[config.mk]
export PLATFORM = sky130hd
export DESIGN_NAME = hmac_msg_packer
export DESIGN_NICKNAME = d
export VERILOG_FILES = /design/src/rtl/hmac_msg_packer.sv
export SDC_FILE = /design/constraint.sdc
export NUM_CORES = 1
export LEC_CHECK = 0
export CAP_MARGIN = 20
export CORE_UTILIZATION = 25
export CTS_CLUSTER_DIAMETER = 60
export DETAILED_ROUTE_END_ITERATION = 6
export REMOVE_ABC_BUFFERS = 1
export SYNTH_ARGS = -nofsm -noshare
export SYNTH_HDL_FRONTEND = slang
export SYNTH_SLANG_ARGS = --single-unit
[constraint.sdc]
create_clock -name clk -period 9.9 [get_ports clk]
set_input_delay 1.98 -clock clk [delete_from_list [all_inputs] [get_ports clk]]
set_output_delay 1.98 -clock clk [all_outputs]
set_load 0.1 [all_outputs]
[src/rtl/hmac_msg_packer.sv]
// Message front-end for the HMAC/SHA-3 path: splits wide input beats into
// 32-bit words and groups them into rate-sized blocks for the keccak core.
module hmac_msg_packer #(
    parameter int unsigned IN_W       = 64,
    parameter int unsigned RATE_WORDS = 18
) (
    input  logic                     clk,
    input  logic                     reset,
    input  logic [IN_W-1:0]          in_data,
    input  logic                     in_valid,
    input  logic                     in_last,
    input  logic [$clog2(IN_W/32):0] in_nwords,
    output logic                     in_ready,
    input  logic                     abort,
    output logic                     sha_start_block,
    output logic [31:0]              sha_block_word,
    output logic                     sha_block_word_valid,
    output logic                     sha_block_last,
    output logic [5:0]               sha_words_in_block,
    input  logic                     sha_busy,
    input  logic                     sha_buffer_full,
    output logic [15:0]              msg_blocks,
    output logic                     done
);

    localparam int unsigned NW  = IN_W / 32;
    localparam int unsigned NWW = $clog2(NW) + 1;
    localparam int unsigned CW  = 6;
    localparam int unsigned MBW = 16;

    typedef enum logic [2:0] {
        S_IDLE,
        S_START,
        S_STREAM,
        S_WAIT_BLK,
        S_WAIT_FIN,
        S_DONE
    } state_e;

    state_e             state_q, state_d;
    logic [IN_W-1:0]    hold_q, hold_d;
    logic [NWW-1:0]     hold_nw_q, hold_nw_d;
    logic               hold_last_q, hold_last_d;
    logic               hold_vld_q, hold_vld_d;
    logic [NWW-1:0]     widx_q, widx_d;
    logic [CW-1:0]      bcnt_q, bcnt_d;
    logic [MBW-1:0]     blocks_q, blocks_d;
    logic               init_q;

    logic               start_q, start_d;
    logic [31:0]        word_q, word_d;
    logic               wvld_q, wvld_d;
    logic               last_q, last_d;
    logic [CW-1:0]      wib_q, wib_d;
    logic               done_q, done_d;

    logic               acc;
    logic               hold_tail;
    logic               take_state;
    logic               xfer;
    logic [31:0]        sel_word;

    // Handshake: hold may refill as soon as its last word is consumed, except
    // after the message's final word (the next message waits for DONE)
    assign acc        = wvld_q && !sha_buffer_full;
    assign hold_tail  = hold_vld_q && ((widx_q + NWW'(1)) == hold_nw_q);
    assign take_state = (state_q == S_IDLE) || (state_q == S_START) || (state_q == S_STREAM);
    assign in_ready   = init_q && take_state &&
                        (!hold_vld_q || (acc && hold_tail && !hold_last_q));
    assign xfer       = in_valid && in_ready;

    // Next state, holding register and next values of the registered outputs
    always_comb begin
        state_d     = state_q;
        hold_d      = hold_q;
        hold_nw_d   = hold_nw_q;
        hold_last_d = hold_last_q;
        hold_vld_d  = hold_vld_q;
        widx_d      = widx_q;
        bcnt_d      = bcnt_q;
        blocks_d    = blocks_q;
        sel_word    = '0;
        start_d     = 1'b0;
        word_d      = '0;
        wvld_d      = 1'b0;
        last_d      = 1'b0;
        wib_d       = '0;
        done_d      = 1'b0;

        case (state_q)
            S_IDLE: begin
                if (xfer) begin
                    blocks_d = '0;
                    state_d  = S_START;
                end
            end
            S_START: begin
                bcnt_d = '0;
                if (blocks_q != 16'hFFFF) blocks_d = blocks_q + 16'd1;
                state_d = S_STREAM;
            end
            S_STREAM: begin
                if (hold_vld_q && hold_last_q && (hold_nw_q == '0)) begin
                    // empty-last marker is shown for exactly one cycle
                    hold_vld_d = 1'b0;
                    state_d    = S_WAIT_FIN;
                end else if (acc) begin
                    bcnt_d = bcnt_q + CW'(1);
                    widx_d = widx_q + NWW'(1);
                    if (hold_tail) hold_vld_d = 1'b0;
                    if (hold_tail && hold_last_q) begin
                        state_d = S_WAIT_FIN;
                    end else if ((bcnt_q + CW'(1)) == CW'(RATE_WORDS)) begin
                        state_d = S_WAIT_BLK;
                    end
                end
            end
            S_WAIT_BLK: begin
                if (!sha_busy && !sha_buffer_full) state_d = S_START;
            end
            S_WAIT_FIN: begin
                if (!sha_busy) state_d = S_DONE;
            end
            S_DONE: begin
                state_d = S_IDLE;
            end
            default: begin
                state_d = S_IDLE;
            end
        endcase

        if (xfer) begin
            hold_d      = in_data;
            hold_nw_d   = in_nwords;
            hold_last_d = in_last;
            hold_vld_d  = 1'b1;
            widx_d      = '0;
        end

        if (abort) begin
            state_d    = S_IDLE;
            hold_vld_d = 1'b0;
            widx_d     = '0;
        end

        for (int unsigned k = 0; k < NW; k++) begin
            if (widx_d == NWW'(k)) sel_word = hold_d[32*k +: 32];
        end

        start_d = (state_d == S_START);
        done_d  = (state_d == S_DONE);
        if ((state_d == S_STREAM) && hold_vld_d) begin
            if (widx_d < hold_nw_d) begin
                wvld_d = 1'b1;
                word_d = sel_word;
                last_d = hold_last_d && ((widx_d + NWW'(1)) == hold_nw_d);
                wib_d  = bcnt_d + CW'(1);
            end else if (hold_last_d) begin
                last_d = 1'b1;
                wib_d  = bcnt_d;
            end
        end
    end

    // State, holding register and output registers
    always_ff @(posedge clk or negedge reset) begin
        if (!reset) begin
            state_q     <= S_IDLE;
            hold_q      <= '0;
            hold_nw_q   <= '0;
            hold_last_q <= 1'b0;
            hold_vld_q  <= 1'b0;
            widx_q      <= '0;
            bcnt_q      <= '0;
            blocks_q    <= '0;
            init_q      <= 1'b0;
            start_q     <= 1'b0;
            word_q      <= '0;
            wvld_q      <= 1'b0;
            last_q      <= 1'b0;
            wib_q       <= '0;
            done_q      <= 1'b0;
        end else begin
            state_q     <= state_d;
            hold_q      <= hold_d;
            hold_nw_q   <= hold_nw_d;
            hold_last_q <= hold_last_d;
            hold_vld_q  <= hold_vld_d;
            widx_q      <= widx_d;
            bcnt_q      <= bcnt_d;
            blocks_q    <= blocks_d;
            init_q      <= 1'b1;
            start_q     <= start_d;
            word_q      <= word_d;
            wvld_q      <= wvld_d;
            last_q      <= last_d;
            wib_q       <= wib_d;
            done_q      <= done_d;
        end
    end

    assign sha_start_block      = start_q;
    assign sha_block_word       = word_q;
    assign sha_block_word_valid = wvld_q;
    assign sha_block_last       = last_q;
    assign sha_words_in_block   = wib_q;
    assign msg_blocks           = blocks_q;
    assign done                 = done_q;

endmodule
# --- After elaboration in Yosys (flattened, before gate mapping) ---
# Index checks and enable logic that the tools add are counted.
classes:
  eq_ne: 14
  n_mux: 41
  n_reduce_logical: 25
  add_sub_neg: 5
  order_cmp: 1
op_table:
  columns: ["operator", "count"]
  rows:
  - ["2-to-1 mux 32 bit", 4]
  - ["2-to-1 mux 64 bit", 1]
  - ["2-to-1 mux 16 bit", 2]
  - ["one-hot mux 16 bit (2 select lines)", 1]
  - ["2-to-1 mux 6 bit", 5]
  - ["2-to-1 mux 3 bit", 8]
  - ["adder 16 x 1 -> 16 bit (second input constant)", 1]
  - ["!= test 16 bit (second input constant)", 1]
  - ["one-hot mux 3 bit (5 select lines)", 1]
  - ["logical AND 1 bit", 13]
  - ["adder 6 x 1 -> 6 bit (second input constant)", 2]
  - ["2-to-1 mux 1 bit", 12]
  - ["2-to-1 mux 2 bit", 6]
  - ["one-hot mux 6 bit (2 select lines)", 1]
  - ["== test 3 x 2 -> 1 bit (second input constant)", 3]
  - ["== test 3 x 1 -> 1 bit (second input constant)", 2]
  - ["== test 3 bit (second input constant)", 2]
  - ["== test 6 x 5 -> 1 bit (second input constant)", 1]
  - ["adder 2 x 1 -> 2 bit (second input constant)", 2]
  - ["== test 2 bit", 2]
  - ["logical NOT 1 bit", 4]
  - ["logical NOT 2 bit", 2]
  - ["logical NOT 3 bit", 1]
  - ["logical OR 1 bit", 3]
  - ["other kinds (6)", 6]
word_totals:
  wordCells: 101
  regBits: 138
  out_inout_bits: 59
  inputBits: 73

# --- Depth between registers and ports, before layout ---
logic_depth:
  ltp_word: 15
  mapped_depth: 15
  mapped_depth_nobuf: 13

# --- Worst setup path after synthesis ---
# Ideal clock, no wire load.
synth_path:
  kind: "input-to-output"
  start: "input port sha_buffer_full"
  end: "output port in_ready"
  slack_ns: 3.313
  t_arrival_ns: 4.607
  path_buffers: 0
  cell_stages: 4
  t_required_ns: 7.920
  path_cell_list: "and4bb_2 -> mux2i_1 -> o21a_1 -> nor3_1"
synth_via:
  elab_chain_len: 6
synth_lines:
  columns: ["item", "line", "text"]
  rows:
  - ["start, declared", "21", "input logic sha_buffer_full,"]
  - ["logical NOT 1 bit", "65", "assign acc = wvld_q && !sha_buffer_full;"]
  - ["logical AND 1 bit", "65", null]
  - ["logical AND 1 bit (2 in series)", "69", "(!hold_vld_q || (acc && hold_tail && !hold_last_q));"]
  - ["logical OR 1 bit", "69", null]
  - ["logical AND 1 bit", "68", "assign in_ready = init_q && take_state &&"]
  - ["end, declared", "13", "output logic in_ready,"]
# No other way between the ends.

# --- Worst setup path after layout ---
# Ends and elaborated chain as after synthesis.

==> qor.txt <==
Area grow syn2layout -> 31.6%
Max_slew headroom -> 0.275
Post-CTS Hold Buffers -> 0
Worst-path maximum fanout -> 6
Initial cell density of the core -> 0.256
R2r startpoint -> hold_nw_q[1]
Die ar. -> 0.0283 mm^2
Total GRT Usage -> 0.139
Pint -> 1.06 mW
Drt via density -> 4.82
Netlist Area Pre-Place -> 0.00692 mm^2
Unrepaired setup endpoints after global routing -> false
Post-synth EDFFs -> 0
Largest net degree at the start of global routing -> 98
Synth warn -> 0
Clock power frac -> 0.407
Status -> complete, no violations
Core area -> 0.0270 mm^2
Placed cell areas -> 0.00850 mm^2
Antenna-violating nets left -> 0
Max IR drop VDD -> 0.104 mV
Ys async rst share -> 1.00
Rows -> 60
Vias in the first global route -> 5673
Post-route setup slack -> 3.28 ns
Max-cap violations -> 0
Area occupied by registers -> 0.00345 mm^2
CTS Root Buffer Type -> clkbuf_16
Largest family of logic cells by synthesized area -> simple AND/OR/NAND/NOR gates
Crit path launch type -> input port
PnR Total Power -> 1.53 mW
I/O Buffers -> 131
Drt first pass iters -> 7
Synth cell types -> 59
Fill count -> 2791
Synthesized flop and latch total -> 138
Final Setup Violations -> 0
Synth Area in Adders -> 0.0145
Avg WL per Cell -> 15.1 um
Clock Skew -> 0.0178 ns
Switching pwr -> 0.472 mW
Later-pin clock latency in the skew report -> 0.43 ns
Final hold vios -> 0
Avg Inst Size Synth -> 8.57 um^2
CP top delay family -> buffers and inverters
Worst setup path category -> input port to output pin
Gr ovfl total -> 0
WL final -> 19.0 mm
Sw Ratio -> 0.308
Slew Viols, Final -> 0
Crit path largest cell delay -> 1.19 ns
Worst Tran Pin Value -> 1.07 ns
Pwr per Cell Area -> 169 mW/mm^2
Most common cell after layout, fill and taps aside -> nand2_1
Critical Path RT -> 7.92 ns
Commonest cells after routing, fill and taps aside -> nand2_1, dfrtp_1, clkdlybuf4s50_1
Arrival time worst endpoint -> 4.64 ns
Leakage power -> 3.89 nW
Multi-input gate area -> 0.00321 mm^2
# DRC -> 0
Post-CTS Setup Bufs -> 0
Hold path startpoint -> hold_q[16]
Synth Area in Compound Gates -> 0.134
CP most frequent cell -> clkdlybuf4s50_1
Post-route cell area -> 0.00910 mm^2
XOR/XNOR Fraction of Synth Area -> 0.0228
Ports -> 132
Period utilization -> 0.669
Bufs and invs on worst path -> 2
Initial antenna violation count -> 0
Share of layout cells above drive strength 1 -> 0.0749
Clk slew on worst S/H paths -> 0.06 ns
Die height -> 168 um
Post-Place Setup Slack -> 3.15 ns
Final GP Congestion -> 0.837
First-pass GRT wire length -> 30.7 mm
Top_reg_cell synth -> dfrtp_1
CTS tree -> yes
Hpwl dp -> 12.2 mm
H-tree depth -> 4
Portion of total power attributed to combinational logic -> 0.165
Antenna diode count -> 0
Clk sinks -> 138
Cts bufs inserted -> 17
Crit. End Element -> output pin
Grt peak-use layer -> met2
Reg power frac -> 0.428
Critical Path Source -> sha_buffer_full
Max frequency -> 151 MHz
Slowest CP cell -> clkdlybuf4s50_1
Die W -> 168 um
Mux cell area share after synthesis -> 0.00760
Met2 Track Usage GR -> 0.215
Grt met1 use -> 0.189
Min-delay worst type -> register to register
Synth Area in Simple Gates -> 0.279
Max Root-Sink Buffers -> 2
Worst-path cell chain -> clkdlybuf4s50_1 > and4bb_2 > mux2i_1 > o21a_1 > nor3_1 > clkdlybuf4s50_1
Post-cts sizing count -> 0
DR vias -> 6077
Final Net Count -> 989
Met3 usage -> 0.0367
DRT iter0 DRCs -> 597
Final Critical Period -> 6.62 ns
Sequential fraction of the synthesis area -> 0.499
Post-Synthesis Cells -> 807
==> metrics by stage <==
step	TNS [ns]	hold WS (ns)	std cells	utilization
6_report	0	0.472	1262	0.337
5_1_grt	0	0.489	1262	0.337
4_1_cts	0	0.477	1261	0.336
3_5_place_dp	0	0.461	1229	0.315
3_3_place_gp	0	0.456	1229	0.315
2_1_floorplan	-28.10	0.445	750	-
==> routing by layer <==
metal | part of all wire | up-vias
met5 | 0 | -
met4 | 0.014 | 0
met3 | 0.048 | 23
met2 | 0.47 | 151
met1 | 0.46 | 2901
li1 | - | 3002
==> kinds of logic after synthesis <==
group	after synthesis
AOI/OAI and AO/OA	143
buffers and inverters	70
other	1
xor gates and xnor gates	18
and+or+nand+nor	424
muxes	5
adders and majority gates	8
DFF	138
==> cell usage after synthesis, types with 3 or more instances <==
cell        n  area share
a211o_1     3      0.0038
a31oi_1    68       0.062
o211ai_1    5      0.0054
nand3_1    80       0.058
and4bb_2    3      0.0054
buf_1       5      0.0027
clkbuf_1   47       0.026
ha_1        8       0.014
nor3_1     10      0.0072
nor2b_1     5      0.0045
xnor2_1    11       0.014
nand2_1   242        0.13
o21ai_0     4      0.0029
mux2i_1     3      0.0043
nand4_1     8      0.0072
xor2_1      7      0.0089
nor4_1      9      0.0081
or3_1       4      0.0036
buf_6       4      0.0065
nor2_1     33       0.018
inv_1      13      0.0071
nand2b_1    5      0.0045
dfrtp_1   138        0.50
a21oi_1    41       0.030
or2_2       3      0.0027
==> path summary, 6_finish.rpt <==
path | slack (ns) | to | depth (start not counted)
max | 3.28 | in_ready | 6
min | 0.47 | hold_q[16] | 2
max reg2reg | 5.27 | sha_block_word[27] | 12
min reg2reg | 0.47 | hold_q[16] | 2
max in group asynchronous | 6.99 | hold_q[30] | 2
min in group asynchronous | 1.53 | msg_blocks[5] | 1
==> power by group through the flow <==
stage	Clock [mW]	Sequential (mW)	Combinational, mW
after global placement	0	0.665	0.250
final	0.625	0.656	0.252
after floorplan	0	0.690	0.130
after detailed placement	0	0.666	0.253
after global routing	0.666	0.663	0.284
after CTS	0.642	0.656	0.254
==> sequential cells by signal, indices dropped and copies added (netlist names) <==
register / count
sha_block_word: 32
msg_blocks: 16
hold_q: 64
sha_start_block: 1
hold_nw_q: 2
sha_words_in_block: 6
state_q: 3
hold_vld_q: 1
init_q: 1
sha_block_word_valid: 1
hold_last_q: 1
bcnt_q: 6
widx_q: 2
done: 1
sha_block_last: 1
==> tightest hold or removal path: cells and delay by family, from the launching register on <==
family / cells / cell delay (ns)
DFF: 1 / 0.34
and+or+nand+nor: 2 / 0.10
==> area by class of cell <==
type / instances / area share
clock buffer: 17 / 0.0468
clock inverter: 15 / 0.0155
inverter: 13 / 0.00536
multi-input combinational: 599 / 0.353
sequential: 138 / 0.380
tap: 341 / 0.0469
timing repair buffer: 139 / 0.153
(Power assumes the default switching activity.)
